File: src/rtl/seg7_scan_mux.sv
// seg7_scan_mux: scans NUM_DIGITS hex codes onto one 7-segment bus; outputs registered one cycle after scan state.
// digits_ready stays low while an update waits for the frame boundary; SEG7_SCAN_DP_EN adds decimal points.
module seg7_scan_mux #(
    parameter int          NUM_DIGITS   = 4,
    parameter logic [23:0] REFRESH_DIV  = 24'd10_000,
    parameter logic [7:0]  BLANK_CYCLES = 8'd16
) (
    input  logic                    clk,
    input  logic                    reset,
    input  logic [4*NUM_DIGITS-1:0] digits_in,
    input  logic                    digits_valid,
    output logic                    digits_ready,
    input  logic                    blank_lz,
`ifdef SEG7_SCAN_DP_EN
    input  logic [NUM_DIGITS-1:0]   dp_in,
    output logic                    dp,
`endif
    output logic [6:0]              segments,
    output logic [NUM_DIGITS-1:0]   digit_sel,
    output logic                    frame_start
);

    localparam int              SW         = $clog2(NUM_DIGITS);
    localparam logic [SW-1:0]   LAST_SLOT  = SW'(NUM_DIGITS - 1);
    localparam logic [23:0]     PRESC_LAST = REFRESH_DIV - 24'd1;

    logic [23:0]             r_presc;
    logic [SW-1:0]           r_slot;
    logic [4*NUM_DIGITS-1:0] r_active;
    logic [4*NUM_DIGITS-1:0] r_pending;
    logic                    r_pend_full;
    logic [6:0]              r_segments;
    logic [NUM_DIGITS-1:0]   r_digit_sel;
    logic                    r_frame_start;

    logic                    w_accept;
    logic                    w_slot_end;
    logic                    w_frame_end;
    logic                    w_blank_win;
    logic                    w_cur_lz;
    logic                    w_zero_run;
    logic [3:0]              w_cur_digit;
    logic [NUM_DIGITS-1:0]   w_slot_hot;
    logic [NUM_DIGITS-1:0]   w_lz_blank;
    logic [NUM_DIGITS-1:0]   w_dp_active;

    function automatic logic [6:0] hex_decode(input logic [3:0] code);
        case (code)
            4'h0:    hex_decode = 7'b0111111;
            4'h1:    hex_decode = 7'b0000110;
            4'h2:    hex_decode = 7'b1011011;
            4'h3:    hex_decode = 7'b1001111;
            4'h4:    hex_decode = 7'b1100110;
            4'h5:    hex_decode = 7'b1101101;
            4'h6:    hex_decode = 7'b1111101;
            4'h7:    hex_decode = 7'b0000111;
            4'h8:    hex_decode = 7'b1111111;
            4'h9:    hex_decode = 7'b1101111;
            4'hA:    hex_decode = 7'b1110111;
            4'hB:    hex_decode = 7'b1111100;
            4'hC:    hex_decode = 7'b0111001;
            4'hD:    hex_decode = 7'b1011110;
            4'hE:    hex_decode = 7'b1111001;
            default: hex_decode = 7'b1110001;
        endcase
    endfunction

    assign digits_ready = !r_pend_full && !reset;
    assign w_accept     = digits_valid && digits_ready;
    assign w_slot_end   = (r_presc == PRESC_LAST);
    assign w_frame_end  = w_slot_end && (r_slot == LAST_SLOT);
    assign w_blank_win  = (r_presc < {16'd0, BLANK_CYCLES});

    // Leading-zero run is evaluated from the top digit down; a set dp bit ends the run.
    always_comb begin
        w_zero_run  = 1'b1;
        w_lz_blank  = '0;
        w_slot_hot  = '0;
        w_cur_digit = 4'd0;
        for (int k = NUM_DIGITS - 1; k >= 0; k--) begin
            w_zero_run    = w_zero_run && (r_active[4*k +: 4] == 4'd0) && !w_dp_active[k];
            w_lz_blank[k] = blank_lz && (k != 0) && w_zero_run;
        end
        for (int k = 0; k < NUM_DIGITS; k++) begin
            if (r_slot == SW'(k)) begin
                w_slot_hot[k] = 1'b1;
                w_cur_digit   = r_active[4*k +: 4];
            end
        end
    end

    assign w_cur_lz = |(w_lz_blank & w_slot_hot);

    always_ff @(posedge clk) begin
        if (reset) begin
            r_presc     <= '0;
            r_slot      <= '0;
            r_active    <= '0;
            r_pending   <= '0;
            r_pend_full <= 1'b0;
        end else begin
            if (w_slot_end) begin
                r_presc <= '0;
                r_slot  <= (r_slot == LAST_SLOT) ? '0 : r_slot + SW'(1);
            end else begin
                r_presc <= r_presc + 24'd1;
            end
            // Transfer only at the frame boundary; pending is full then, so no accept can collide.
            if (w_frame_end && r_pend_full) begin
                r_active    <= r_pending;
                r_pend_full <= 1'b0;
            end else if (w_accept) begin
                r_pending   <= digits_in;
                r_pend_full <= 1'b1;
            end
        end
    end

    always_ff @(posedge clk) begin
        if (reset) begin
            r_segments    <= '0;
            r_digit_sel   <= '0;
            r_frame_start <= 1'b0;
        end else begin
            r_frame_start <= (r_presc == 24'd0) && (r_slot == '0);
            if (w_blank_win || w_cur_lz) begin
                r_segments  <= '0;
                r_digit_sel <= '0;
            end else begin
                r_segments  <= hex_decode(w_cur_digit);
                r_digit_sel <= w_slot_hot;
            end
        end
    end

`ifdef SEG7_SCAN_DP_EN
    logic [NUM_DIGITS-1:0] r_pend_dp;
    logic [NUM_DIGITS-1:0] r_active_dp;
    logic                  r_dp;

    always_ff @(posedge clk) begin
        if (reset) begin
            r_pend_dp   <= '0;
            r_active_dp <= '0;
            r_dp        <= 1'b0;
        end else begin
            if (w_frame_end && r_pend_full) begin
                r_active_dp <= r_pend_dp;
            end else if (w_accept) begin
                r_pend_dp <= dp_in;
            end
            r_dp <= (w_blank_win || w_cur_lz) ? 1'b0 : |(r_active_dp & w_slot_hot);
        end
    end

    assign w_dp_active = r_active_dp;
    assign dp          = r_dp;
`else
    assign w_dp_active = '0;
`endif

    assign segments    = r_segments;
    assign digit_sel   = r_digit_sel;
    assign frame_start = r_frame_start;

endmodule

File: config.mk
export PLATFORM = sky130hd
export DESIGN_NAME = seg7_scan_mux
export DESIGN_NICKNAME = d
export VERILOG_FILES = /design/src/rtl/seg7_scan_mux.sv
export SDC_FILE = /design/constraint.sdc
export NUM_CORES = 1
export LEC_CHECK = 0
export BUFFER_PORTS_ARGS = -buffer_cell sky130_fd_sc_hd__buf_2
export CORE_UTILIZATION = 35
export DETAILED_ROUTE_END_ITERATION = 10
export PLACE_DENSITY = 0.51
export SETUP_SLACK_MARGIN = 0.2
export SLEW_MARGIN = 20
export SYNTH_ARGS = -nofsm -noshare
export SYNTH_HDL_FRONTEND = slang
export SYNTH_SLANG_ARGS = --single-unit
File: constraint.sdc
create_clock -name clk -period 2.9 [get_ports clk]
set_input_delay 0.58 -clock clk [delete_from_list [all_inputs] [get_ports clk]]
set_output_delay 0.58 -clock clk [all_outputs]
set_load 0.05 [all_outputs]
# == Yosys cells after proc, flatten, opt, wreduce, memory -nomap -nowiden ==
# Memories as Yosys holds them, arrays and structs flattened. A register that Yosys moved wholly into a read port is not among the register bits.
# Cells that the tools add are included.
# word_totals
reg_bits,64
romBits,112
mem_count,1
word_cells,49
# memory_table
name,depth,width,read_ports,rd_ports_with_merged_regs,write_ports,line_no,rtl
(name not given),16,7,1,1,0,48,case (code)
# op_classes
add_sub_neg,2
n_mux,9
reduce_logical,23
n_eq_ne,4
bitwise,2
magnitude_cmp,1
# ops
operator,count
$add 24x1->24 const B,1
$eq 24x14->1 const B,1
$logic_not 24->1,1
$lt 24x5->1 const B,1
$mux 4,4
$logic_not 4->1,3
$logic_and 1x1->1,10
$reduce_or 2->1,3
$and 4x4->4,1
$eq 2x2->1 const B,2
$mux 1,4
$reduce_or 4->1,1
$add 2x1->2 const B,1
$eq 2x1->1 const B,1
$logic_not 1->1,2
$logic_not 2->1,1
$mux 2,1
$reduce_and 2->1,1
$logic_or 1x1->1,1
$not 1->1,1

# == Logic depth before layout (Yosys ltp) ==
# depth
depth_word,8
ltp_mapped,11
ltp_nobuf,10

# == Worst setup path before layout ==
# No wires, ideal clock.
# synth_timing
kind,register -> register
startpoint,register r_slot[0]
endpoint,register r_segments[5] (netlist: segments[5])
setup_ps,116
path_buffers,1
period_less_slack_ps,2351
path_slack_ps,549
required_ps,2784
arrival_time_ps,2235
stages_incl_launch_ff,9
cell_sequence,dfxtp_1 -> ha_1 -> buf_2 -> a211oi_1 -> a211oi_1 -> inv_1 -> ha_1 -> a211o_1 -> and3_1
# synth_between
elab_chain_cells,6
# synth_rtl
element,line_no,rtl
from (decl),28,logic [SW-1:0] r_slot;
from (signal assigned),104,r_slot <= (r_slot == LAST_SLOT) ? '0 : r_slot + SW'(1);
$eq 2x2->1,85,if (r_slot == SW'(k)) begin
$mux 1,85,
net w_slot_hot[3],43,logic [NUM_DIGITS-1:0] w_slot_hot;
$and 4x4->4,92,assign w_cur_lz = |(w_lz_blank & w_slot_hot);
$reduce_or 4->1,92,
$logic_or 1x1->1,126,if (w_blank_win || w_cur_lz) begin
$reduce_or 2->1 (no line),--,
to (decl),32,logic [6:0] r_segments;
# The timed path passes the listed nets, and every way through them passes these cells.
# A chain may end at the register's enable or synchronous reset.

# == Worst setup path after layout ==
# layout_timing
startpoint,register r_slot[0]
endpoint,register r_segments[3] (netlist: segments[3])
# layout_between
elab_chain_cells,6
# layout_rtl
element,line_no
$logic_not 2->1,85
$mux 1,85
net w_slot_hot[0],43
$and 4x4->4,92
$reduce_or 4->1,92
$logic_or 1x1->1,126
$reduce_or 2->1 (no line),--
# The timed path passes the listed nets, and every way through them passes these cells.

==> run metrics <==
sequential area share after synthesis 43.78%; Net Sw Frac 21.09%; final wirelength 6442 um; Clock Power Share 46.7%; TritonCTS clock tree yes; PnR worst setup slack 0.4755 ns; Worst Path Buf+Inv 2; hpwl dp 4403 um; Pwr per Cell Area 547.3 nW/um2; total gr overflow 0; num ports 33; Chip Width 98.32 um; Final Power 2025 uW; routing usage on met3 4.724%; Routed WL per cell 12.86 um; final-report setup violation count 0; Clock H-tree levels 3; worst slack, placed 0.4851 ns; sequential share of power 49.8%; largest net degree at the start of global routing 33; row count 34; antenna fix cells 0; Final Max Tran Viols 0; CP Capture Type flop; Setup crit start r_slot[0]; Synth Flop Type dfxtp_1; met2 GRT Util 22.43%; leakage 0.001408 uW; layout cells sized above 1 15.52%; Syn Std Cell Area 3247 um2; Num CTS Buffers 9; clock buffer depth 2; clk root buf clkbuf_8; FF-to-FF Start r_slot[0]; synthesis-to-finish area growth 13.95%; Syn Nets 394; Yosys top cell by area dfxtp_1; CP arrival 2.68 ns; CTS clk-pin slew, worst paths 0.08 ns; synthesis-stage register bit count 71; hold_sp digits_in[9]; Reg area 1421 um2; GR Util All Layers 14.45%; Syn. warnings 0; I/O Buffers 32; Final GP Congestion 0.7693; Global Route met1 Usage 19.03%; Routed Antenna Nets 0; Final #Nets 421; Hold Fails Final Rpt 0; drt first pass iters 7; top post-synthesis cells by area dfxtp_1, nor2_1, mux2i_1; Top delay family on crit path compound AO/OA/AOI/OAI gates; crit start category flop; Worst path max stage delay 0.41 ns; NetSw 427.0 uW; internal power 1598 uW; Skew-Pair Late Insertion Delay 0.34 ns; worst-margin pin slew 0.9305 ns; GR peak layer met2; peak supply drop 217.4 uV; Synth cell types 49; worst-path maximum fanout 6; clk sinks 71; setup TNS 0 ns; final core utilization 41.81%; First DRT Iteration DRCs 91; fin crit period 2.424 ns; FMAX 412.5 MHz; commonest cells after routing, fill and taps aside dfxtp_1, nor2_1, buf_2; Synth top area share 43.78%; Mapped Avg Cell Area 8.994 um2; Worst Setup Path Type reg2reg; total number of vias 2441; Synth Instances 361; Die Area 9666 um2; DRC Markers 0; initial antenna violation count 0; CP required 3.15 ns; Post CTS Setup Buffer Count 0; worst clock skew 0.005590 ns; first-pass GRT wire length 11230 um; status finished, final reports clean; area of the multi-input gates 1674 um2; Die Height 98.32 um; starting density of the core 36.69%; RSZ-0062 raised after global routing false; maxcap violations 0; Combinational Power Share 3.5%; number of synthesized flops with an enable pin 0; crit-path cells inv_1 -> ha_1 -> and3b_1 -> a2111oi_1 -> a221oi_1 -> buf_4 -> ha_1 -> nor2_1 -> a211o_1 -> a21boi_0; FILL cells 915; fin crit share 83.60%; CORE AREA 8848 um2; worst hold path type in2reg; CP max-delay cell dfxtp_1; Rel. slew slack 37.97%; Async SR Flop Fraction 0%; commonest non-fill, non-tap cell in the layout dfxtp_1; Via density 4.872; vias in the first global route 2384; cell mode on critical path ha_1
==> stage by stage <==
stage | hold slack, ns | instance area [um2] | instances
4_1_cts | 0.4121 | 3696 | 501
6_report | 0.4271 | 3700 | 501
3_5_place_dp | 0.4507 | 3458 | 485
3_3_place_gp | 0.4464 | 3452 | 485
5_1_grt | 0.4112 | 3700 | 501
2_1_floorplan | 0.4257 | 3247 | 361
==> layout make-up <==
| cell class | instances | share of cell area [%] |
|---|---|---|
| Multi-Input combinational cell | 259 | 45.25 |
| Timing Repair Buffer | 36 | 5.140 |
| Clock inverter | 5 | 2.875 |
| Clock buffer | 11 | 3.551 |
| Tap cell | 108 | 3.652 |
| Inverter | 11 | 1.116 |
| Sequential cell | 71 | 38.42 |
==> Yosys cell counts, drive strengths merged, types with 2 or more instances <==
| master | instances |
|---|---|
| and3 | 5 |
| nand4 | 6 |
| nor2b | 3 |
| or4 | 2 |
| and2 | 6 |
| nor3b | 5 |
| xnor2 | 17 |
| xor2 | 5 |
| o21ai | 16 |
| mux2i | 17 |
| nor3 | 7 |
| and4 | 2 |
| clkbuf | 11 |
| a211oi | 6 |
| nand3b | 3 |
| nand2b | 17 |
| buf | 9 |
| dfxtp | 71 |
| nand3 | 8 |
| nand2 | 30 |
| nor2 | 55 |
| a211o | 5 |
| inv | 11 |
| ha | 13 |
| a21oi | 4 |
| nor4 | 14 |
==> registers in the layout, indices dropped and copies added (netlist names) <==
register	cells
digit_sel	4
frame_start	1
r_active	16
r_pend_full	1
r_pending	16
r_presc	24
r_slot	2
segments	7
==> layer usage <==
metal,share of wire [%],vias up
li1,-,1285
met1,52,1109
met2,44,41
met3,3.1,6
met4,0.93,0
met5,0,-
==> kinds of logic (layout without fill, tap and decap cells) <==
logic type	count (synthesis)	in the layout	share of synthesized area [%]
mux	17	17	5.241
flops	71	71	43.78
fa+ha+maj	13	13	5.010
xor+xnor	22	22	5.934
buf+inv	31	63	4.971
simple gates	167	167	26.71
compound gates	40	40	8.363
==> worst paths after layout <==
| kind | cells past startpoint | endpoint | slack, ns |
|---|---|---|---|
| min | 3 | r_pending[9] | 0.43 |
| max | 10 | segments[3] | 0.48 |
| max reg2reg | 10 | segments[3] | 0.48 |
| min reg2reg | 1 | r_presc[0] | 0.46 |
==> worst min-delay path, cell delays in order <==
cell     delay, ns
buf_2         0.07
nand2_1       0.03
o21ai_0       0.05
==> repair_timing <==
action / CTS / global route
setup endpoints to repair: 0 / 1
hold buffers: 0 / 0
gates resized for setup: 0 / 2
==> power groups by stage <==
stage	combinational, uW	clock (uW)	sequential, uW
after floorplan	45.0	0	1030
after global placement	71.1	0	1030
final	71.8	945	1010
after CTS	73.0	979	1010
after detailed placement	72.6	0	1030
after global routing	81.5	1020	1010
Note: power is estimated with default switching activity, not from simulation.
